[config.mk]
export PLATFORM = sky130hd
export DESIGN_NAME = ap_ctrl_perf_monitor
export DESIGN_NICKNAME = d
export VERILOG_FILES = /design/src/rtl/ap_mon_pkg.sv /design/src/rtl/ap_ch_tracker.sv /design/src/rtl/ap_ctrl_perf_monitor.sv
export SDC_FILE = /design/constraint.sdc
export NUM_CORES = 2
export LEC_CHECK = 0
export BUFFER_PORTS_ARGS = -buffer_cell sky130_fd_sc_hd__buf_2
export CAP_MARGIN = 20
export CORE_MARGIN = 5
export CORE_UTILIZATION = 55
export DETAILED_ROUTE_END_ITERATION = 7
export PLACE_DENSITY_LB_ADDON = 0.08
export SYNTH_ARGS = -nofsm -noshare
export SYNTH_HDL_FRONTEND = slang
export SYNTH_HIERARCHICAL = 1
export SYNTH_SLANG_ARGS = --single-unit
[constraint.sdc]
create_clock -name i_clock -period 6.6 [get_ports i_clock]
set_input_delay 0.33 -clock i_clock [delete_from_list [all_inputs] [get_ports i_clock]]
set_output_delay 0.33 -clock i_clock [all_outputs]
set_load 0.05 [all_outputs]
[src/rtl/ap_mon_pkg.sv]
`default_nettype none
// ============================================================================
// Module      : ap_mon_pkg
// Description : Shared types and helpers for the ap_ctrl_chain performance
//               monitor. Provides the per-channel state enum, the read-port
//               field selects and a saturating increment helper.
// Revision    : 1.0 - initial release
// ============================================================================
package ap_mon_pkg;

  // Per-channel invocation state; encoding is visible in the status word.
  typedef enum logic [1:0] {
    AP_IDLE = 2'd0,
    AP_RUN  = 2'd1,
    AP_HOLD = 2'd2
  } ap_mon_state_e;

  // Read-port field selects.
  localparam logic [2:0] SEL_STARTS   = 3'd0;
  localparam logic [2:0] SEL_DONES    = 3'd1;
  localparam logic [2:0] SEL_BUSY     = 3'd2;
  localparam logic [2:0] SEL_STALL    = 3'd3;
  localparam logic [2:0] SEL_LAST_LAT = 3'd4;
  localparam logic [2:0] SEL_MAX_LAT  = 3'd5;
  localparam logic [2:0] SEL_READY    = 3'd6;
  localparam logic [2:0] SEL_STATUS   = 3'd7;

  // Widest counter the helper supports; callers zero-extend into it.
  localparam int SAT_W = 64;

  // Increment that sticks at max_val instead of wrapping.
  function automatic logic [SAT_W-1:0] sat_inc(input logic [SAT_W-1:0] val,
                                               input logic [SAT_W-1:0] max_val);
    return (val >= max_val) ? max_val : val + 64'd1;
  endfunction

endpackage
`default_nettype wire

[src/rtl/ap_ch_tracker.sv]
`default_nettype none
// ============================================================================
// Module      : ap_ch_tracker
// Description : One ap_ctrl_chain channel: invocation FSM plus saturating
//               statistics counters with sticky overflow.
// Ports       : i_clock/i_reset (sync, active-low), i_stat_en (statistics
//               may change), i_clear (zero statistics), ap_* handshake
//               inputs, o_state and all statistics outputs.
// Revision    : 1.0 - initial release
// ============================================================================
module ap_ch_tracker
  import ap_mon_pkg::*;
#(
  parameter int CNT_W = 32
) (
  input  logic             i_clock,
  input  logic             i_reset,
  input  logic             i_stat_en,
  input  logic             i_clear,
  input  logic             i_ap_start,
  input  logic             i_ap_ready,
  input  logic             i_ap_done,
  input  logic             i_ap_continue,
  output ap_mon_state_e    o_state,
  output logic [CNT_W-1:0] o_starts,
  output logic [CNT_W-1:0] o_dones,
  output logic [CNT_W-1:0] o_busy_cyc,
  output logic [CNT_W-1:0] o_stall_cyc,
  output logic [CNT_W-1:0] o_last_lat,
  output logic [CNT_W-1:0] o_max_lat,
  output logic [CNT_W-1:0] o_ready_cnt,
  output logic [CNT_W-1:0] o_err_cnt,
  output logic             o_overflow
);

  localparam logic [SAT_W-1:0] c_max = SAT_W'((65'd1 << CNT_W) - 65'd1);

  function automatic logic [CNT_W-1:0] inc(input logic [CNT_W-1:0] v);
    return CNT_W'(sat_inc(SAT_W'(v), c_max));
  endfunction

  ap_mon_state_e    r_state;
  ap_mon_state_e    w_state_nxt;
  logic [CNT_W-1:0] r_lat_cnt;
  logic [CNT_W-1:0] r_starts;
  logic [CNT_W-1:0] r_dones;
  logic [CNT_W-1:0] r_busy_cyc;
  logic [CNT_W-1:0] r_stall_cyc;
  logic [CNT_W-1:0] r_last_lat;
  logic [CNT_W-1:0] r_max_lat;
  logic [CNT_W-1:0] r_ready_cnt;
  logic [CNT_W-1:0] r_err_cnt;
  logic             r_overflow;

  logic             w_ev_start;
  logic             w_ev_done;
  logic             w_ev_lat;
  logic             w_ev_busy;
  logic             w_ev_stall;
  logic             w_ev_ready;
  logic             w_ev_err;
  logic             w_lat_rst;
  logic             w_ovf_hit;
  logic [CNT_W-1:0] w_lat_now;

  always_ff @(posedge i_clock) begin
    if (!i_reset) begin
      r_state <= AP_IDLE;
    end else begin
      r_state <= w_state_nxt;
    end
  end

  always_comb begin
    w_state_nxt = r_state;
    w_ev_start  = 1'b0;
    w_ev_done   = 1'b0;
    w_ev_lat    = 1'b0;
    w_ev_busy   = 1'b0;
    w_ev_stall  = 1'b0;
    w_ev_err    = 1'b0;
    w_lat_rst   = 1'b0;
    w_ev_ready  = i_ap_ready && (r_state != AP_HOLD);
    case (r_state)
      AP_IDLE: begin
        // A done with nothing in flight is only logged; a same-cycle start
        // is still honoured.
        w_ev_err = i_ap_done;
        if (i_ap_start) begin
          w_state_nxt = AP_RUN;
          w_ev_start  = 1'b1;
          w_lat_rst   = 1'b1;
        end
      end
      AP_RUN: begin
        w_ev_busy = 1'b1;
        if (i_ap_done) begin
          w_ev_lat = 1'b1;
          if (i_ap_continue) begin
            w_ev_done = 1'b1;
            if (i_ap_start) begin
              // Back-to-back invocation: stay in RUN, restart latency.
              w_ev_start = 1'b1;
              w_lat_rst  = 1'b1;
            end else begin
              w_state_nxt = AP_IDLE;
            end
          end else begin
            w_state_nxt = AP_HOLD;
          end
        end
      end
      AP_HOLD: begin
        // The done is only counted once the consumer accepts it.
        if (i_ap_continue) begin
          w_ev_done   = 1'b1;
          w_state_nxt = AP_IDLE;
        end else begin
          w_ev_stall = 1'b1;
        end
      end
      default: begin
        w_state_nxt = AP_IDLE;
      end
    endcase
  end

  // Latency counter tracks the FSM even while frozen or cleared so an
  // in-flight invocation still records a correct latency.
  always_ff @(posedge i_clock) begin
    if (!i_reset) begin
      r_lat_cnt <= '0;
    end else if (w_lat_rst) begin
      r_lat_cnt <= '0;
    end else if (r_state == AP_RUN) begin
      r_lat_cnt <= inc(r_lat_cnt);
    end
  end

  // Latency includes the done cycle itself.
  assign w_lat_now = inc(r_lat_cnt);

  assign w_ovf_hit = (w_ev_start && (&r_starts))    ||
                     (w_ev_done  && (&r_dones))     ||
                     (w_ev_busy  && (&r_busy_cyc))  ||
                     (w_ev_stall && (&r_stall_cyc)) ||
                     (w_ev_ready && (&r_ready_cnt)) ||
                     (w_ev_err   && (&r_err_cnt));

  always_ff @(posedge i_clock) begin
    if (!i_reset || i_clear) begin
      r_starts    <= '0;
      r_dones     <= '0;
      r_busy_cyc  <= '0;
      r_stall_cyc <= '0;
      r_last_lat  <= '0;
      r_max_lat   <= '0;
      r_ready_cnt <= '0;
      r_err_cnt   <= '0;
      r_overflow  <= 1'b0;
    end else if (i_stat_en) begin
      if (w_ev_start) r_starts    <= inc(r_starts);
      if (w_ev_done)  r_dones     <= inc(r_dones);
      if (w_ev_busy)  r_busy_cyc  <= inc(r_busy_cyc);
      if (w_ev_stall) r_stall_cyc <= inc(r_stall_cyc);
      if (w_ev_ready) r_ready_cnt <= inc(r_ready_cnt);
      if (w_ev_err)   r_err_cnt   <= inc(r_err_cnt);
      if (w_ev_lat) begin
        r_last_lat <= w_lat_now;
        if (w_lat_now > r_max_lat) r_max_lat <= w_lat_now;
      end
      if (w_ovf_hit) r_overflow <= 1'b1;
    end
  end

  assign o_state     = r_state;
  assign o_starts    = r_starts;
  assign o_dones     = r_dones;
  assign o_busy_cyc  = r_busy_cyc;
  assign o_stall_cyc = r_stall_cyc;
  assign o_last_lat  = r_last_lat;
  assign o_max_lat   = r_max_lat;
  assign o_ready_cnt = r_ready_cnt;
  assign o_err_cnt   = r_err_cnt;
  assign o_overflow  = r_overflow;

endmodule
`default_nettype wire

[src/rtl/ap_ctrl_perf_monitor.sv]
`default_nettype none
// ============================================================================
// Module      : ap_ctrl_perf_monitor
// Description : Multi-channel ap_ctrl_chain handshake performance monitor.
//               Holds the freeze/clear control and the registered read mux;
//               per-channel tracking lives in ap_ch_tracker.
// Ports       : i_clock, i_reset (sync, active-low), i_finish (freeze),
//               i_clear (stat clear pulse), i_ap_start/ready/done/continue
//               [NUM_CH], i_rd_req/i_rd_ch/i_rd_sel read request,
//               o_rd_valid/o_rd_data read response (1 cycle later),
//               o_frozen, o_busy[NUM_CH].
// Revision    : 1.0 - initial release
// ============================================================================
module ap_ctrl_perf_monitor
  import ap_mon_pkg::*;
#(
  parameter int NUM_CH = 4,
  parameter int CNT_W  = 32,
  parameter int CH_W   = (NUM_CH > 1) ? $clog2(NUM_CH) : 1
) (
  input  logic              i_clock,
  input  logic              i_reset,
  input  logic              i_finish,
  input  logic              i_clear,
  input  logic [NUM_CH-1:0] i_ap_start,
  input  logic [NUM_CH-1:0] i_ap_ready,
  input  logic [NUM_CH-1:0] i_ap_done,
  input  logic [NUM_CH-1:0] i_ap_continue,
  input  logic              i_rd_req,
  input  logic [CH_W-1:0]   i_rd_ch,
  input  logic [2:0]        i_rd_sel,
  output logic              o_rd_valid,
  output logic [CNT_W-1:0]  o_rd_data,
  output logic              o_frozen,
  output logic [NUM_CH-1:0] o_busy
);

  logic             r_frozen;
  logic             r_rd_valid;
  logic [CNT_W-1:0] r_rd_data;
  logic [CNT_W-1:0] w_rd_mux;

  ap_mon_state_e    w_state     [NUM_CH];
  logic [CNT_W-1:0] w_starts    [NUM_CH];
  logic [CNT_W-1:0] w_dones     [NUM_CH];
  logic [CNT_W-1:0] w_busy_cyc  [NUM_CH];
  logic [CNT_W-1:0] w_stall_cyc [NUM_CH];
  logic [CNT_W-1:0] w_last_lat  [NUM_CH];
  logic [CNT_W-1:0] w_max_lat   [NUM_CH];
  logic [CNT_W-1:0] w_ready_cnt [NUM_CH];
  logic [CNT_W-1:0] w_err_cnt   [NUM_CH];
  logic [NUM_CH-1:0] w_overflow;

  // Statistics are gated by the registered flag, so the cycle in which
  // finish is first seen still updates.
  always_ff @(posedge i_clock) begin
    if (!i_reset) begin
      r_frozen <= 1'b0;
    end else if (i_clear) begin
      r_frozen <= 1'b0;
    end else if (i_finish) begin
      r_frozen <= 1'b1;
    end
  end

  for (genvar g = 0; g < NUM_CH; g++) begin : g_ch
    ap_ch_tracker #(
      .CNT_W (CNT_W)
    ) u_trk (
      .i_clock       (i_clock),
      .i_reset       (i_reset),
      .i_stat_en     (!r_frozen),
      .i_clear       (i_clear),
      .i_ap_start    (i_ap_start[g]),
      .i_ap_ready    (i_ap_ready[g]),
      .i_ap_done     (i_ap_done[g]),
      .i_ap_continue (i_ap_continue[g]),
      .o_state       (w_state[g]),
      .o_starts      (w_starts[g]),
      .o_dones       (w_dones[g]),
      .o_busy_cyc    (w_busy_cyc[g]),
      .o_stall_cyc   (w_stall_cyc[g]),
      .o_last_lat    (w_last_lat[g]),
      .o_max_lat     (w_max_lat[g]),
      .o_ready_cnt   (w_ready_cnt[g]),
      .o_err_cnt     (w_err_cnt[g]),
      .o_overflow    (w_overflow[g])
    );

    assign o_busy[g] = (w_state[g] != AP_IDLE);
  end

  // Channels beyond NUM_CH never match and read back as zero.
  always_comb begin
    w_rd_mux = '0;
    for (int i = 0; i < NUM_CH; i++) begin
      if (i_rd_ch == CH_W'(i)) begin
        case (i_rd_sel)
          SEL_STARTS:   w_rd_mux = w_starts[i];
          SEL_DONES:    w_rd_mux = w_dones[i];
          SEL_BUSY:     w_rd_mux = w_busy_cyc[i];
          SEL_STALL:    w_rd_mux = w_stall_cyc[i];
          SEL_LAST_LAT: w_rd_mux = w_last_lat[i];
          SEL_MAX_LAT:  w_rd_mux = w_max_lat[i];
          SEL_READY:    w_rd_mux = w_ready_cnt[i];
          SEL_STATUS:   w_rd_mux = {w_err_cnt[i][CNT_W-4:0], w_overflow[i], w_state[i]};
        endcase
      end
    end
  end

  always_ff @(posedge i_clock) begin
    if (!i_reset) begin
      r_rd_valid <= 1'b0;
      r_rd_data  <= '0;
    end else begin
      r_rd_valid <= i_rd_req;
      r_rd_data  <= i_rd_req ? w_rd_mux : '0;
    end
  end

  assign o_rd_valid = r_rd_valid;
  assign o_rd_data  = r_rd_data;
  assign o_frozen   = r_frozen;

endmodule
`default_nettype wire

==> impl_metrics.tcl <==
set metrics [dict create \
    status "complete, no violations" \
    routed_wl_um 246000 \
    ys_warn_count 6 \
    fin_setup_tns_ns 0 \
    r2r_slack_ns 1.45 \
    die_h_um 361 \
    p_per_area_nw_per_um2 239 \
    dr.pass1.iters 6 \
    nets 8184 \
    worstSkewPairLatency_ns 0.77 \
    startpoint "g_ch[1].u_trk/r_lat_cnt[0]$_SDFFE_PP0P_" \
    start_util_pct 55.5 \
    hp-start "i_ap_ready[0]" \
    multi_input_area_um2 40000 \
    power_leakage_nw 25.2 \
    slew_headroom_pct 15.5 \
    grt_pass1_wl_um 366000 \
    wl_per_cell_um 25.3 \
    ys_types 106 \
    cp-start-kind "flop" \
    yosysTopAreaCellShare_pct 35.5 \
    rsz0062_at_grt "false" \
    row_count 128 \
    arrival_ns 5.80 \
    die_w_um 361 \
    rr_startpoint "g_ch[1].u_trk/r_lat_cnt[0]$_SDFFE_PP0P_" \
    grt_max_degree 231 \
    finalCriticalPeriod_ns 5.15 \
    cts_setup_buffers 0 \
    use_met3_pct 7.48 \
    min_to "g_ch[0].u_trk/o_ready_cnt[1]$_SDFFE_PP0P_" \
    clkTransAtPathRegs_ns 0.06 \
    yosys_most_used_dff "dfxtp_1" \
    crit_fanout 17 \
    maxCapViolCount 0 \
    r2r_end "g_ch[1].u_trk/o_max_lat[15]$_SDFFE_PP0P_" \
    hp-class "in2reg" \
    dp_cells 9455 \
    root_buffer "clkbuf_16" \
    path_cells "ha_1 > nand4_1 > nor3_2 > and3_1 > and2_1 > nor2_1 > inv_1 > ha_1 > nand4_1 > nor4_1 > a21oi_1 > o21ai_2 > nand2_1 > a211oi_1" \
    seq_area_frac_synth_pct 35.5 \
    cts_inserted_buffers 140 \
    ctsResizeCount 0 \
    crit_type "reg2reg" \
    synth_area_um2 67600 \
    io_buffer_count 63 \
    clock-sinks 1198 \
    cpMaxStageDelayCell "nor3_2" \
    drcViolationCount 0 \
    fmaxAchievable_ghz 0.194 \
    timing.hold.ws_ns 0.0433 \
    utilization_pct 60.1 \
    ir_drop_uv 267 \
    endpoint_kind "flop" \
    hold_violations 0 \
    drt_iter0_drc 8008 \
    synth_largest_area_cell "dfxtp_1" \
    syn_avg_cell_area_um2 8.26 \
    grt_pass1_vias 58123 \
    layout_common_cells "dfxtp_1 (1198), a21oi_1 (863), nor2_1 (684)" \
    syn_inst 8188 \
    via_per_inst 6.62 \
    finClkSkew_ns 0.0296 \
    ctsHoldBuffers 6 \
    busiest_layer "met2" \
    vias 64349 \
    min_delay_path_depth 4 \
    overflow 0 \
    cp_data_required_time_ns 7.25 \
    use_met1_pct 50.0 \
    synth_nets 8382 \
    ios 64 \
    track_usage_pct 35.9 \
    n_fill_cell 11028 \
    htreeDepth 4 \
    postRouteAntennaNets 0 \
    final-setup-viol-count 0 \
    worst_pin_slew_ns 1.27 \
    cts_tree "yes" \
    regArea_um2 24000 \
    final_common_cell "dfxtp_1" \
    drive_gt1_share_pct 8.66 \
    cts_buffer_depth 3 \
    async_flop_share_pct 0 \
    place_congestion 0.974 \
    antenna_found_initial 9 \
    slowest_delay_ns 0.71 \
    slew_violations 0 \
    ys_seq_elements 1198 \
    fin_cells 9724 \
    dp_hpwl_um 177000 \
    finalCritPeriodShare_pct 78.0 \
    worst-r2r-cell-count 14 \
    areaGrowthSynthToFinish_pct 8.44 \
    use_met2_pct 53.3 \
    synth_area_leaders "dfxtp_1 (35%), a21oi_1 (6.4%), xor2_1 (4.1%)" \
    die_area_um2 130000 \
    core_area_um2 122000 \
    synth-edff-count 0 \
]
-- cell usage after synthesis, drive strengths merged, types with 22 or more instances --
cell	number
xor2	313
a221oi	82
xnor2	230
nor4	85
mux2i	239
or4	33
a21oi	887
and4	95
mux2	70
or2	22
nor2	690
o21a	36
o21ai	332
nor3	215
o211ai	27
nor2b	43
o22ai	35
o221ai	34
a22o	31
o211a	22
ha	168
buf	208
a22oi	34
nand4	284
o31ai	28
mux4	26
o2bb2ai	24
nand3	429
nand2b	33
inv	321
a211oi	255
a311oi	37
nand2	597
dfxtp	1198
and2	119
a31oi	126
clkbuf	304
and3	248
-- state kept, by name, indices dropped and copies added, names as in the netlist --
register                cells
g_ch.u_trk/o_last_lat     128
g_ch.u_trk/r_lat_cnt      128
g_ch.u_trk/o_state          8
g_ch.u_trk/o_stall_cyc    128
g_ch.u_trk/o_err_cnt      128
g_ch.u_trk/o_max_lat      128
g_ch.u_trk/o_starts       128
o_frozen                    1
g_ch.u_trk/o_overflow       4
g_ch.u_trk/o_ready_cnt    128
g_ch.u_trk/o_dones        128
o_rd_data                  32
g_ch.u_trk/o_busy_cyc     128
o_rd_valid                  1
-- layout make-up --
class | instances | area share (%)
Clock inverter | 29 | 0.476
Multi-Input combinational cell | 6157 | 54.6
Clock buffer | 219 | 5.93
Sequential cell | 1198 | 32.7
Tap cell | 1625 | 2.77
Antenna cell | 3 | 0.0102
Inverter | 321 | 1.65
Timing Repair Buffer | 172 | 1.86
-- per-stage QoR --
step	total power [W]	instance area, um^2	setup slack (ns)
after floorplan	0.00898	67600	2.44
after global placement	0.00954	68300	1.45
after detailed placement	0.00958	68400	1.27
after CTS	0.0175	73100	1.26
after global routing	0.0180	73300	1.13
final	0.0175	73300	1.45
-- report_power, final --
group / leakage [nW] / total, W / switching, W / internal [W]
sequential: 9.66 / 0.00749 / 0.000139 / 0.00735
clock: 2.31 / 0.00801 / 0.00323 / 0.00478
combinational: 13.2 / 0.00201 / 0.00140 / 0.000605
-- worst max-delay path, delay by kind of cell (launching register included) --
kind	cells	cell delay [ns]
flops	1	0.40
compound gates	3	1.00
fa+ha+maj	2	0.45
simple gates	8	3.12
buf+inv	1	0.07
-- cell families after synthesis --
kind of cell | share of synthesized area (%)
flops | 35.5
fa+ha+maj | 3.11
mux | 5.58
compound gates | 20.0
simple gates | 23.3
xor+xnor | 7.04
buf+inv | 5.49
-- per-layer routing --
metal	routed length, um	vias up
met4	13500	2
met3	25300	634
li1	-	29592
met2	104000	3207
met1	104000	30914
met5	12	-
-- how the worst max path moves through the flow --
stage,to,slack (ns),cells past startpoint
2_1_floorplan,g_ch[3].u_trk/o_max_lat[13]$_SDFFE_PP0P_,2.44,15
3_3_place_gp,g_ch[2].u_trk/o_max_lat[8]$_SDFFE_PP0P_,1.45,14
3_5_place_dp,g_ch[2].u_trk/o_max_lat[9]$_SDFFE_PP0P_,1.27,14
4_1_cts,g_ch[2].u_trk/o_max_lat[3]$_SDFFE_PP0P_,1.26,14
5_1_grt,g_ch[2].u_trk/o_max_lat[3]$_SDFFE_PP0P_,1.13,14
6_report,g_ch[1].u_trk/o_max_lat[15]$_SDFFE_PP0P_,1.45,14
No activity file was read; power rests on OpenSTA's default activity.
